$ cat src/rtl/ex_mem_reg.sv
// EX->MEM pipeline register with MADD/MSUB partial-result hold; 1-cycle latency.
// Priority: flush > bubble (stall_ex & !stall_mem) > advance (!stall_ex) > hold.
module ex_mem_reg #(
    parameter int DATA_W = 32,
    parameter int ADDR_W = 5,
    parameter int CNT_W  = 2
) (
    input  logic                clk,
    input  logic                rst_n,
    input  logic                stall_ex,
    input  logic                stall_mem,
    input  logic                flush,
    input  logic                ex_en_wd,
    input  logic [ADDR_W-1:0]   ex_desReg_addr,
    input  logic [DATA_W-1:0]   ex_result,
    input  logic [DATA_W-1:0]   ex_hi,
    input  logic [DATA_W-1:0]   ex_lo,
    input  logic                ex_en_hilo,
    input  logic [2*DATA_W-1:0] hilo_temp_i,
    input  logic [CNT_W-1:0]    cnt_i,
    output logic                en_wd,
    output logic [ADDR_W-1:0]   desReg_addr,
    output logic [DATA_W-1:0]   result,
    output logic [DATA_W-1:0]   hi_o,
    output logic [DATA_W-1:0]   lo_o,
    output logic                en_hilo_o,
    output logic [2*DATA_W-1:0] hilo_temp_o,
    output logic [CNT_W-1:0]    cnt_o
);

    logic                en_wd_q,     en_wd_d;
    logic [ADDR_W-1:0]   addr_q,      addr_d;
    logic [DATA_W-1:0]   result_q,    result_d;
    logic [DATA_W-1:0]   hi_q,        hi_d;
    logic [DATA_W-1:0]   lo_q,        lo_d;
    logic                en_hilo_q,   en_hilo_d;
    logic [2*DATA_W-1:0] hilo_temp_q, hilo_temp_d;
    logic [CNT_W-1:0]    cnt_q,       cnt_d;

    always_comb begin
        en_wd_d     = en_wd_q;
        addr_d      = addr_q;
        result_d    = result_q;
        hi_d        = hi_q;
        lo_d        = lo_q;
        en_hilo_d   = en_hilo_q;
        hilo_temp_d = hilo_temp_q;
        cnt_d       = cnt_q;
        if (flush) begin
            en_wd_d     = 1'b0;
            addr_d      = '0;
            result_d    = '0;
            hi_d        = '0;
            lo_d        = '0;
            en_hilo_d   = 1'b0;
            hilo_temp_d = '0;
            cnt_d       = '0;
        end else if (stall_ex && !stall_mem) begin
            // Bubble into MEM, but keep the accumulate state alive for the next EX pass.
            en_wd_d     = 1'b0;
            addr_d      = '0;
            result_d    = '0;
            hi_d        = '0;
            lo_d        = '0;
            en_hilo_d   = 1'b0;
            hilo_temp_d = hilo_temp_i;
            cnt_d       = cnt_i;
        end else if (!stall_ex && !stall_mem) begin
            en_wd_d     = ex_en_wd;
            addr_d      = ex_desReg_addr;
            result_d    = ex_result;
            hi_d        = ex_hi;
            lo_d        = ex_lo;
            en_hilo_d   = ex_en_hilo;
            hilo_temp_d = '0;
            cnt_d       = '0;
        end
    end

    always_ff @(posedge clk or negedge rst_n) begin
        if (!rst_n) begin
            en_wd_q     <= 1'b0;
            addr_q      <= '0;
            result_q    <= '0;
            hi_q        <= '0;
            lo_q        <= '0;
            en_hilo_q   <= 1'b0;
            hilo_temp_q <= '0;
            cnt_q       <= '0;
        end else begin
            en_wd_q     <= en_wd_d;
            addr_q      <= addr_d;
            result_q    <= result_d;
            hi_q        <= hi_d;
            lo_q        <= lo_d;
            en_hilo_q   <= en_hilo_d;
            hilo_temp_q <= hilo_temp_d;
            cnt_q       <= cnt_d;
        end
    end

    assign en_wd       = en_wd_q;
    assign desReg_addr = addr_q;
    assign result      = result_q;
    assign hi_o        = hi_q;
    assign lo_o        = lo_q;
    assign en_hilo_o   = en_hilo_q;
    assign hilo_temp_o = hilo_temp_q;
    assign cnt_o       = cnt_q;

endmodule
$ cat config.mk
export PLATFORM = sky130hd
export DESIGN_NAME = ex_mem_reg
export DESIGN_NICKNAME = d
export VERILOG_FILES = /design/src/rtl/ex_mem_reg.sv
export SDC_FILE = /design/constraint.sdc
export NUM_CORES = 1
export LEC_CHECK = 0
export BUFFER_PORTS_ARGS = -buffer_cell sky130_fd_sc_hd__buf_2
export CORE_ASPECT_RATIO = 0.8
export CORE_MARGIN = 2
export CORE_UTILIZATION = 40
export CTS_CLUSTER_DIAMETER = 30
export DETAILED_ROUTE_END_ITERATION = 8
export PLACE_DENSITY = 0.73
export SYNTH_ARGS = -nofsm -noshare
export SYNTH_HDL_FRONTEND = slang
export SYNTH_SLANG_ARGS = --single-unit
export TNS_END_PERCENT = 5
$ cat constraint.sdc
create_clock -name clk -period 1.75 [get_ports clk]
set_clock_uncertainty 0.15 [all_clocks]
set_input_delay 0.0875 -clock clk [delete_from_list [all_inputs] [get_ports clk]]
set_output_delay 0.0875 -clock clk [all_outputs]
set_load 0.05 [all_outputs]
==> impl_metrics.env <==
export IMPL_finalHoldViolCount=0
export IMPL_reg2reg_depth=1
export IMPL_cts_root_buf="clkbuf_16"
export IMPL_timing_fmax_mhz=759.7
export IMPL_holdWs_ps=19.30
export IMPL_ant_nets=0
export IMPL_max_slew_margin_pct=16.03
export IMPL_cap_violations=0
export IMPL_maxSlewViolCount=0
export IMPL_clock_path_buffers=2
export IMPL_stdcell_area_sq_mm=0.01042
export IMPL_cts_tree="done"
export IMPL_cts_sinks=169
export IMPL_grt_util_met2_pct=44.06
export IMPL_hold_buffers=170
export IMPL_rows=40
export IMPL_peakVddDrop_v=0.0008028
export IMPL_portBuffers=342
export IMPL_grt_pass1_wl_um=32890
export IMPL_grt_pass1_vias=6376
export IMPL_cp_num_buf_inv=1
export IMPL_drt_first_iter_violations=455
export IMPL_routed_wl_um=21740
export IMPL_ios=343
export IMPL_cp_num_cells=1
export IMPL_post_cts_buffers=0
export IMPL_cts_buffers=17
export IMPL_rsz0062_at_grt="no"
export IMPL_synth_nets=572
export IMPL_layout_commonest_cell="buf_2"
export IMPL_die_x_um=143.5
export IMPL_worstPathCellList="buf_2"
export IMPL_fin_util_pct=68.96
export IMPL_ys_ff_latch=169
export IMPL_regArea_sq_mm=0.004229
export IMPL_remaining_drc_errors=0
export IMPL_final_cell_mix="buf_2, dlygate4sd3_1, a32o_1, dfrtp_1, clkbuf_16"
export IMPL_p_sw_share_pct=27.14
export IMPL_netlist_instances=398
export IMPL_grt_total_usage_pct=25.65
export IMPL_p_leak_uw=0.005320
export IMPL_vias=6212
export IMPL_cp_end_kind="output port"
export IMPL_crit_start="hilo_temp_o[24]$_DFFE_PN0P_"
export IMPL_drive_gt1_share_pct=43.08
export IMPL_start_util_pct=41.21
export IMPL_grtUsageMet1_pct=29.39
export IMPL_critPathRequiredTime_ps=1510
export IMPL_drt_pass1_iterations=5
export IMPL_viasPerCell=5.606
export IMPL_pwr_share_seq_pct=42.5
export IMPL_ys_types=11
export IMPL_final_nets=1058
export IMPL_path_clk_slew_ps=60
export IMPL_powerDensity_mw_per_mm2=935.2
export IMPL_critical_path_arrival_ps=1080
export IMPL_critical_path_top_delay_family="flip-flops"
export IMPL_tightestPinTransition_ps=1260
export IMPL_p_clk_share_pct=40.1
export IMPL_holdCritPathClass="in -> async"
export IMPL_grt_start_max_net_pins=94
export IMPL_yosysWarnings=0
export IMPL_post_dp_cell_area_sq_mm=0.008094
export IMPL_cts_repair_resized=0
export IMPL_switching_power_uw=2645
export IMPL_period_needed_ps=1316
export IMPL_max_stage_delay_ps=380
export IMPL_critPathLaunchType="register"
export IMPL_antenna_found_initial=0
export IMPL_gr_total_overflow=0
export IMPL_fillers=1025
export IMPL_setup_tns_ps=0
export IMPL_place_congestion=0.7517
export IMPL_r2r_start="hilo_temp_o[24]$_DFFE_PN0P_"
export IMPL_p_comb_share_pct=17.4
export IMPL_p_int_uw=7101
export IMPL_syn2layout_area_growth_pct=67.34
export IMPL_status="completed"
export IMPL_synth_area_per_cell_sq_um=15.65
export IMPL_multi_input_area_sq_mm=0.001734
export IMPL_grt_met3_usage_pct=7.934
export IMPL_slowest_stage="dfrtp_1"
export IMPL_cts_htree_levels=4
export IMPL_clk_latency_ps=410
export IMPL_syn_area_sq_mm=0.006228
export IMPL_die_y_um=115.6
export IMPL_dp_hpwl_um=11840
export IMPL_cp_max_fo=2
export IMPL_min_period_over_period_pct=75.22
export IMPL_dieArea_sq_mm=0.01659
export IMPL_grt_busiest_layer="met2"
export IMPL_synth_seq_area_share_pct=67.90
export IMPL_finalSetupViolations=0
export IMPL_drt_wirelength_per_cell_um=19.62
export IMPL_path_class="reg -> out"
export IMPL_core_sq_mm=0.01511
cells in the mapped netlist:
master    instances  area [sq um]
buf_2            20         100.1
a32o_1          169          1692
buf_4            10         75.07
buf_1             1         3.750
dfrtp_1         169          4229
clkbuf_1         21         78.83
buf_6             2         22.52
nor2b_1           2         12.51
inv_2             1         3.750
inv_1             1         3.750
nor2_1            2         7.510
area by class of cell:
cell class / count / area share (%)
repair buffers: 521 / 34.18
multi-input cells: 173 / 16.64
clock buffers: 22 / 4.646
well taps: 210 / 2.521
inverters: 2 / 0.07203
clock inverters: 9 / 1.321
flip-flops and latches: 169 / 40.58
diodes: 2 / 0.04802
registers in the layout (all words and copies together), names as in the netlist:
signal       flops
hi_o            32
en_hilo_o        1
lo_o            32
cnt_o            2
en_wd            1
hilo_temp_o     64
desReg_addr      5
result          32
power by group through the flow:
stage | clock network [uW] | registers, uW | logic, uW
2_1_floorplan | 0 | 4720 | 319
3_3_place_gp | 0 | 4190 | 1340
3_5_place_dp | 0 | 4200 | 1370
4_1_cts | 3980 | 4130 | 1670
5_1_grt | 4160 | 4150 | 1780
6_report | 3910 | 4140 | 1700
through the flow:
stage	worst slack, ps	total power, uW	instances
after floorplan	661.1	5041	398
after CTS	429.0	9778	1106
after detailed placement	93.67	5571	905
after global placement	183.2	5531	905
final	433.7	9747	1108
after global routing	381.6	10100	1106
layer usage:
metal / vias up / share of wire, %
li1: 2656 / -
met1: 3136 / 36
met2: 352 / 52
met3: 68 / 8.4
met4: 0 / 3.4
met5: - / 0
logic make-up (layout without fill, tap and decap cells):
logic type	Yosys count	after routing	synth area share [%]
AO/OA/AOI/OAI	169	169	27.16
buffers and inverters	56	554	4.620
flip-flops	169	169	67.90
other	0	2	0
AND/OR/NAND/NOR	4	4	0.3214
path summary, 6_finish.rpt:
check | endpoint | slack, ps
worst min register to register | hilo_temp_o[61]$_DFFE_PN0P_ | 330
max in group asynchronous | lo_o[15]$_DFFE_PN0P_ | 780
worst max-delay path | hilo_temp_o[24] | 430
worst min-delay path | hilo_temp_o[20]$_DFFE_PN0P_ | 20
min in group clk | hilo_temp_o[12]$_DFFE_PN0P_ | 60
worst max register to register | hilo_temp_o[24]$_DFFE_PN0P_ | 850
Power figures use the tool's default switching activity.
